==> src/rtl/hazard_detect_unit_pkg.sv <==
// Shared pipeline definitions for the hazard detection slice.
//   - forwarding-select encodings driven onto fwd_a / fwd_b
//   - bit positions of the decoder's operand-usage flags (id_use)
//   - default register-index width and the shadow-entry control fields
package hazard_detect_unit_pkg;

    // Forwarding select encodings for EX operand muxes
    localparam logic [1:0] FWD_RF    = 2'b00;
    localparam logic [1:0] FWD_EXMEM = 2'b01;
    localparam logic [1:0] FWD_MEMWB = 2'b10;

    // id_use bit positions
    localparam int USE_A = 1;
    localparam int USE_B = 0;

    // Default register index width (4 architectural registers)
    localparam int REG_W = 2;

    typedef logic [1:0] fwd_sel_t;

    // Control half of a shadow entry; valid and rd are carried beside it
    // so the register index width can follow the module parameter.
    typedef struct packed {
        logic wr_en;
        logic is_load;
    } shd_ctl_t;

endpackage

==> src/rtl/hazard_detect_unit_fwd_sel.sv <==
// hazard_fwd_sel: forwarding select for one EX source operand.
// Compares the operand's register index against the in-flight writers in
// EX and MEM and returns the mux select. The youngest producer (EX) wins.
// Ports:
//   rd_used  in  operand is actually read by the instruction
//   src      in  source register index
//   ex_live  in  EX shadow entry is a valid register writer
//   ex_rd    in  EX shadow entry destination
//   mem_live in  MEM shadow entry is a valid register writer
//   mem_rd   in  MEM shadow entry destination
//   sel      out forwarding select (FWD_RF / FWD_EXMEM / FWD_MEMWB)
module hazard_fwd_sel
    import hazard_detect_unit_pkg::*;
#(
    parameter int NREG_W = REG_W
) (
    input  logic              rd_used,
    input  logic [NREG_W-1:0] src,
    input  logic              ex_live,
    input  logic [NREG_W-1:0] ex_rd,
    input  logic              mem_live,
    input  logic [NREG_W-1:0] mem_rd,
    output fwd_sel_t          sel
);

    always_comb begin
        sel = FWD_RF;
        if (rd_used && mem_live && (src == mem_rd)) sel = FWD_MEMWB;
        // EX check last so the younger producer overrides MEM
        if (rd_used && ex_live && (src == ex_rd))   sel = FWD_EXMEM;
    end

endmodule

==> src/rtl/hazard_detect_unit.sv <==
// hazard_detect_unit: load-use stall, EX bubble insertion and registered
// EX forwarding selects, driven from a shadow of the EX/MEM pipeline.
// Ports:
//   clk, rst_n       clock, synchronous active-low reset
//   id_valid         decode stage holds a real instruction
//   id_use[1:0]      operand usage (bit1 reads A, bit0 reads B)
//   id_ra, id_rb     source registers
//   id_wr_en, id_rd  destination write enable / register
//   id_is_load       decode instruction is a load
//   flush            kill the ID instruction (taken branch in EX)
//   mem_wait         freeze the whole pipeline
//   stall            hold PC and IF/ID (combinational)
//   bubble_ex        load NOP into ID/EX (combinational)
//   fwd_a, fwd_b     registered EX operand selects
//   stall_cnt        saturating count of load-use stall cycles
// A writer leaving MEM needs no tracking: the register file is write-first,
// so a WB-stage producer is already visible to a reader in decode.
module hazard_detect_unit
    import hazard_detect_unit_pkg::*;
#(
    parameter int NREG_W = REG_W,
    parameter int CNT_W  = 16
) (
    input  logic              clk,
    input  logic              rst_n,
    input  logic              id_valid,
    input  logic [1:0]        id_use,
    input  logic [NREG_W-1:0] id_ra,
    input  logic [NREG_W-1:0] id_rb,
    input  logic              id_wr_en,
    input  logic [NREG_W-1:0] id_rd,
    input  logic              id_is_load,
    input  logic              flush,
    input  logic              mem_wait,
    output logic              stall,
    output logic              bubble_ex,
    output logic [1:0]        fwd_a,
    output logic [1:0]        fwd_b,
    output logic [CNT_W-1:0]  stall_cnt
);

    function automatic logic [CNT_W-1:0] sat_inc(input logic [CNT_W-1:0] v);
        if (&v) return v;
        return v + {{(CNT_W-1){1'b0}}, 1'b1};
    endfunction

    // Shadow pipe: _p0 = EX entry, _p1 = MEM entry
    logic              vld_p0;
    shd_ctl_t          ctl_p0;
    logic [NREG_W-1:0] rd_p0;
    logic              vld_p1;
    logic              wr_p1;
    logic [NREG_W-1:0] rd_p1;

    logic     ex_live;
    logic     mem_live;
    logic     lu;
    fwd_sel_t sel_a;
    fwd_sel_t sel_b;

    assign ex_live  = vld_p0 & ctl_p0.wr_en;
    assign mem_live = vld_p1 & wr_p1;

    assign lu = id_valid & ex_live & ctl_p0.is_load &
                ((id_use[USE_A] & (id_ra == rd_p0)) |
                 (id_use[USE_B] & (id_rb == rd_p0)));

    // Priority: freeze > flush > load-use
    always_comb begin
        stall     = 1'b0;
        bubble_ex = 1'b0;
        if (mem_wait) begin
            stall = 1'b1;
        end else if (flush) begin
            bubble_ex = 1'b1;
        end else if (lu) begin
            stall     = 1'b1;
            bubble_ex = 1'b1;
        end
    end

    hazard_fwd_sel #(.NREG_W(NREG_W)) u_sel_a (
        .rd_used  (id_use[USE_A]),
        .src      (id_ra),
        .ex_live  (ex_live),
        .ex_rd    (rd_p0),
        .mem_live (mem_live),
        .mem_rd   (rd_p1),
        .sel      (sel_a)
    );

    hazard_fwd_sel #(.NREG_W(NREG_W)) u_sel_b (
        .rd_used  (id_use[USE_B]),
        .src      (id_rb),
        .ex_live  (ex_live),
        .ex_rd    (rd_p0),
        .mem_live (mem_live),
        .mem_rd   (rd_p1),
        .sel      (sel_b)
    );

    // ID -> EX -> MEM: control state, cleared by reset
    always_ff @(posedge clk) begin
        if (!rst_n) begin
            vld_p0    <= 1'b0;
            vld_p1    <= 1'b0;
            fwd_a     <= FWD_RF;
            fwd_b     <= FWD_RF;
            stall_cnt <= '0;
        end else if (!mem_wait) begin
            vld_p1 <= vld_p0;
            vld_p0 <= id_valid & ~bubble_ex;
            fwd_a  <= bubble_ex ? FWD_RF : sel_a;
            fwd_b  <= bubble_ex ? FWD_RF : sel_b;
            if (lu && !flush) stall_cnt <= sat_inc(stall_cnt);
        end
    end

    // ID -> EX -> MEM: entry payload, qualified by vld_pN
    always_ff @(posedge clk) begin
        if (!mem_wait) begin
            ctl_p0 <= '{wr_en: id_wr_en, is_load: id_is_load};
            rd_p0  <= id_rd;
            wr_p1  <= ctl_p0.wr_en;
            rd_p1  <= rd_p0;
        end
    end

endmodule

==> config.mk <==
export PLATFORM = sky130hd
export DESIGN_NAME = hazard_detect_unit
export DESIGN_NICKNAME = d
export VERILOG_FILES = /design/src/rtl/hazard_detect_unit_pkg.sv /design/src/rtl/hazard_detect_unit_fwd_sel.sv /design/src/rtl/hazard_detect_unit.sv
export SDC_FILE = /design/constraint.sdc
export NUM_CORES = 1
export LEC_CHECK = 0
export ABC_CLOCK_PERIOD_IN_PS = 2800
export CORE_UTILIZATION = 52
export CTS_CLUSTER_DIAMETER = 200
export DETAILED_ROUTE_END_ITERATION = 10
export PLACE_DENSITY = 0.84
export SETUP_SLACK_MARGIN = 0.5
export SLEW_MARGIN = 20
export SYNTH_ARGS = -nofsm -noshare
export SYNTH_HDL_FRONTEND = slang
export SYNTH_SLANG_ARGS = --single-unit
==> constraint.sdc <==
create_clock -name clk -period 2.8 [get_ports clk]
set_input_delay 0.28 -clock clk [delete_from_list [all_inputs] [get_ports clk]]
set_output_delay 0.28 -clock clk [all_outputs]
set_load 0.01 [all_outputs]
Word level (Yosys, flattened, before mapping) --
Index checks and enable logic that the tools add are counted.
Word-level totals: memories kept 0, output and inout bits 22, ROM bits 0, bits in latches 0, register bits 29, memory bits (writable) 0, logic and storage cells 55, input bits 15
Operators by class: bitwise gates (word level) 11, multiplexer cells 16, reduce and logical (&&, ||, !) cells 12, $mul 0, $lt $le $gt $ge 0, equal/unequal tests 5, add/sub/neg operators 1, shift operators 0, div/mod/pow operators 0
Operator list (number):
- $add 16x1->16 const B | 1
- $mux 16 | 1
- $reduce_and 16->1 | 1
- $mux 2 | 6
- $logic_and 1x1->1 | 9
- $mux 1 | 9
- $and 1x1->1 | 8
- $eq 2x2->1 | 4
- $reduce_and 3->1 | 1
- $ne 2x2->1 const B | 1
- $not 1->1 | 2
- $logic_not 1->1 | 1
- $or 1x1->1 | 1

Longest topological paths before layout --
word-level depth 10, gate-level depth with buffers 8, mapped depth without buffers 6

Cells and area by module --
From an unflattened synthesis, not the netlist that was laid out.
Unflattened totals: cell total of the unflattened synthesis 160, area total of the unflattened synthesis 1503.9 µm²
Modules (own cells, without submodules):
- hazard_detect_unit | cells each 144, seq. area each 650.6 µm², area each 1376.3 µm², times used 1
- hazard_fwd_sel | cells each 8, seq. area each 0.0 µm², area each 63.8 µm², times used 2

Worst setup path after synthesis --
Ideal clock, no wire load.
kind reg-to-reg, start register stall_cnt[0], end register stall_cnt[8], required time 2681 ps, setup time 119 ps, stages on the path, launching flop included 7, buffers on the path 0, clock period less this slack 1923 ps, data arrival time 1804 ps, path slack 877 ps, path through dfxtp_1 -> ha_1 -> nand2_1 -> or4_4 -> a2111oi_4 -> nand3_1 -> mux2i_1
Between the ends: longest elaborated chain between the ends 7, elaborated cells between the ends (all ways) 9, classes of those cells 1 x add/sub; 1 x eq/ne; 5 x mux; 2 x reduce/logical
Ends and longest elaborated chain:
- start, declared | line hazard_detect_unit.sv:39 | output logic [CNT_W-1:0] stall_cnt
- start signal, assigned | line hazard_detect_unit.sv:115 | if (lu && !flush) stall_cnt <= sat_inc(stall_cnt);
- $reduce_and 16->1 | line hazard_detect_unit.sv:43 | if (&v) return v;
- $mux 1 | line hazard_detect_unit.sv:43
- $mux 1 | line hazard_detect_unit.sv:115
- $mux 1 | line hazard_detect_unit.sv:110 | end else if (!mem_wait) begin
- $mux 1 | line hazard_detect_unit.sv:104 | if (!rst_n) begin
- $ne 2x2->1 (no source line)
- $reduce_and 3->1 (no source line)
Several ways; a longest one is shown, not always the timed one. The select of a mux whose other input is x is not followed. A chain may end at the register's enable or synchronous reset.

Worst setup path after layout --
start register rd_p0[1], end output stall
Between the ends: longest elaborated chain between the ends 7, elaborated cells between the ends (all ways) 9, classes of those cells 2 x eq/ne; 3 x mux; 4 x bitwise
Ends and longest elaborated chain:
- start, declared | line hazard_detect_unit.sv:50 | logic [NREG_W-1:0] rd_p0;
- start signal, assigned | line hazard_detect_unit.sv:123 | rd_p0 <= id_rd;
- $eq 2x2->1, on equally long branches | line hazard_detect_unit.sv:65, hazard_detect_unit.sv:66
- $and 1x1->1, on equally long branches | line hazard_detect_unit.sv:65, hazard_detect_unit.sv:66
- $or 1x1->1 * | line hazard_detect_unit.sv:65 | ((id_use[USE_A] & (id_ra == rd_p0)) |
- $and 1x1->1 * | line hazard_detect_unit.sv:64 | assign lu = id_valid & ex_live & ctl_p0.is_load &
- $mux 1 * | line hazard_detect_unit.sv:76 | end else if (lu) begin
- $mux 1 * | line hazard_detect_unit.sv:74 | end else if (flush) begin
- $mux 1 * | line hazard_detect_unit.sv:72 | if (mem_wait) begin
- end, declared | line hazard_detect_unit.sv:35 | output logic stall,
Mark *: on every way between the ends. The rest lies on a longest branch, timed or not.

==> flow_summary_export.csv <==
group,metric,value,unit
logic_synthesis,post_synthesis_net_count,173,
sta,grt_setup_unrepaired,"false",
clock_network,ctsRootBufferMaster,"sky130_fd_sc_hd__clkbuf_4",
detailed_routing,dr_total_vias,1384,
finish,layout_common_cells,"sky130_fd_sc_hd__clkdlybuf4s50_1 (34), sky130_fd_sc_hd__dfxtp_1 (22), sky130_fd_sc_hd__nand2_1 (18)",
sta,tightest_slew,0.476,ns
detailed_routing,antenna_violating_nets_post_route,0,
power_and_ir_drop,p_leak,0.675,nW
detailed_routing,via_per_inst,6.04,
worst_setup_path,crit_arrival,1.90,ns
finish,design.final.nets,214,
die,die_y,55.4,um
sta,finalSetupTns,0,ns
grt,gr-total-overflow,0,
logic_synthesis,netlist_area,1480,um2
worst_setup_path,critPathCaptureType,"output pin",
flow_run,max_cap_viol_count,0,
finish,area_growth_syn_to_layout,32.4,%
detailed_routing,drt_total_wl,3710,um
detailed_routing,drc_errors,0,
die,io-pin-count,37,
power_and_ir_drop,worst_ir_drop_vdd,0.000377,V
grt,grt_pass1_wl,6060,um
die,die-width,55.4,um
clock_network,max-clock-path-buffers,2,
clock_network,clock_tree.htree_level_count,2,
clock_network,clock_insertion_delay_worst_skew,0.32,ns
clock_network,cts_made_buffers,5,
grt,global_route.usage.total,0.253,
die,die_ar,3070,um2
detailed_routing,drt-wirelength-per-cell,16.2,um
grt,vias_in_the_first_global_route,1324,
die,core,2730,um2
finish,mostFrequentLayoutCell,"sky130_fd_sc_hd__clkdlybuf4s50_1",
worst_setup_path,timing.critical_path.fanout_max,3,
clock_network,tritoncts_clock_tree,"built",
logic_synthesis,syn-instance-count,157,
logic_synthesis,synth_flop_cell,"sky130_fd_sc_hd__dfxtp_1",
logic_synthesis,ys_seq_elements,29,
sta,crit_path_time_final,2.18,ns
sta,setup_violations,0,
logic_synthesis,avgSynthCellArea,9.45,um2
logic_synthesis,post_synth_num_cell_types,40,
clock_network,clkSinkCount,29,
sta,layout_worst_path_cycle_share,0.778,
worst_setup_path,worstSetupStartpointType,"register",
sta,final-hold-violation-count,0,
power_and_ir_drop,pwr_density_cell,393,nW/um2
run_status,outcome,"complete, no violations",
grt,number_of_antenna_violations_at_the_first_check_in_global_routing,0,
logic_synthesis,synth-seq-area-share,0.438,
grt,maximum_number_of_pins_on_one_net_before_global_route_repair,20,
logic_synthesis,synth-warning-count,0,
finish,antenna_cells,0,
placement,dpl.cell_count,221,
die,row_count,19,
worst_setup_path,required,2.52,ns
finish,final-instance-count-excl-fill,229,
logic_synthesis,synth_edf_count,7,
sta,max-slew-margin-rel,0.683,
sta,fmax,0.459,GHz
sta,max_slew_vio_count,0,
placement,hpwl,2590,um
placement,place.gp.congestion,0.840,
logic_synthesis,synth-async-reset-ratio,0,
clock_network,cts.clk_slew.worst_paths,0.09,ns
sta,final_worst_clock_skew,0.00597,ns
detailed_routing,drt_iter0_drc,72,
detailed_routing,detail_route.first_pass.iterations,4,
worst_hold_path,holdCritPathClass,"reg -> reg",
finish,drive_above_1_share,0.116,
die,start_util,0.543,
sta,whs,0.467,ns
worst_setup_path,timing_worst_setup_path_type,"reg -> out",
placement,portBuffers,36,
-- logic make-up after synthesis --
kind of cell    count (synthesis)  share of synthesized area
buf+inv                        11                     0.0388
simple gates                   70                      0.258
fa+ha+maj                       1                    0.00843
xor+xnor                        9                     0.0531
flops                          29                      0.438
compound gates                 29                      0.149
mux                             8                     0.0540
-- state kept, by name (all words and copies together), names as in the netlist --
signal     cells
rd_p0          2
vld_p1         1
stall_cnt     16
ctl_p0         2
fwd_b          2
vld_p0         1
fwd_a          2
wr_p1          1
rd_p1          2
-- metal layers --
metal | up-vias | wire length [um] | GRT usage
li1 | 676 | - | -
met1 | 639 | 1590 | 0.299
met2 | 56 | 1810 | 0.439
met3 | 13 | 199 | 0.0515
met4 | 0 | 115 | 0.114
met5 | - | 0 | 0
-- worst max-delay path: stages, from the launching register on --
cell and delay [ns]:
sky130_fd_sc_hd__edfxtp_1 0.51, sky130_fd_sc_hd__xnor2_2 0.19, sky130_fd_sc_hd__and3_2 0.27, sky130_fd_sc_hd__o211ai_4 0.23, sky130_fd_sc_hd__nand2_1 0.09, sky130_fd_sc_hd__dlygate4sd2_1 0.28
-- final timing paths --
path / startpoint / endpoint / slack (ns) / cells past startpoint
worst max register to register: rd_p0[0] / stall_cnt[13] / 0.71 / 5
worst min-delay path: fwd_b[1] / fwd_b[1] / 0.47 / 2
worst max-delay path: rd_p0[1] / stall / 0.62 / 5
worst min register to register: fwd_b[1] / fwd_b[1] / 0.47 / 2
-- cell type report --
class / count / area (um2)
multi-input combinational: 117 / 818
fill: 188 / 769
sequential: 29 / 651
timing repair buffer: 40 / 392
clock buffer: 6 / 41.3
tap: 31 / 38.8
inverter: 5 / 18.8
clock inverter: 1 / 5.00
-- cells in the mapped netlist (2+ instances only) --
cell                       instances  share of area
sky130_fd_sc_hd__a21oi_1          11          0.037
sky130_fd_sc_hd__and3_1            2         0.0084
sky130_fd_sc_hd__and4_1            2          0.012
sky130_fd_sc_hd__buf_4             2          0.010
sky130_fd_sc_hd__clkbuf_1          2         0.0051
sky130_fd_sc_hd__dfxtp_1          22           0.30
sky130_fd_sc_hd__edfxtp_1          7           0.14
sky130_fd_sc_hd__inv_1             4          0.010
sky130_fd_sc_hd__mux2i_1           8          0.054
sky130_fd_sc_hd__nand2_1          18          0.046
sky130_fd_sc_hd__nand2b_1          7          0.030
sky130_fd_sc_hd__nand3_1           8          0.027
sky130_fd_sc_hd__nand4_1           8          0.034
sky130_fd_sc_hd__nor2_1            8          0.020
sky130_fd_sc_hd__nor3_1            4          0.013
sky130_fd_sc_hd__nor4_1            2         0.0084
sky130_fd_sc_hd__o21ai_0           2         0.0067
sky130_fd_sc_hd__o31ai_1           6          0.030
sky130_fd_sc_hd__or4_1             6          0.030
sky130_fd_sc_hd__xnor2_1           5          0.030
sky130_fd_sc_hd__xor2_1            4          0.024
-- where the power goes --
| group | internal [mW] | total (mW) | switching (mW) |
|---|---|---|---|
| sequential | 0.438 | 0.449 | 0.0105 |
| combinational | 0.0412 | 0.0871 | 0.0459 |
| clock | 0.0923 | 0.237 | 0.145 |
| total | 0.572 | 0.773 | 0.201 |
-- metrics by stage --
step / total power, mW / area [um2] / util / worst slack [ns]
6_report: 0.773 / 1960 / 0.719 / 0.623
2_1_floorplan: 0.495 / 1480 / - / 0.877
3_3_place_gp: 0.530 / 1870 / 0.683 / 0.435
4_1_cts: 0.765 / 1940 / 0.711 / 0.488
5_1_grt: 0.799 / 1960 / 0.719 / 0.560
3_5_place_dp: 0.535 / 1870 / 0.683 / 0.362
-- what timing repair did --
| action | in CTS | in global routing |
|---|---|---|
| setup endpoints to repair | 1 | 1 |
| gates cloned | 0 | 0 |
| hold buffers | 0 | 0 |
| pin swaps | 1 | 1 |
| resized for setup | 5 | 5 |
| setup buffers | 1 | 0 |
Power figures use the tool's default switching activity.
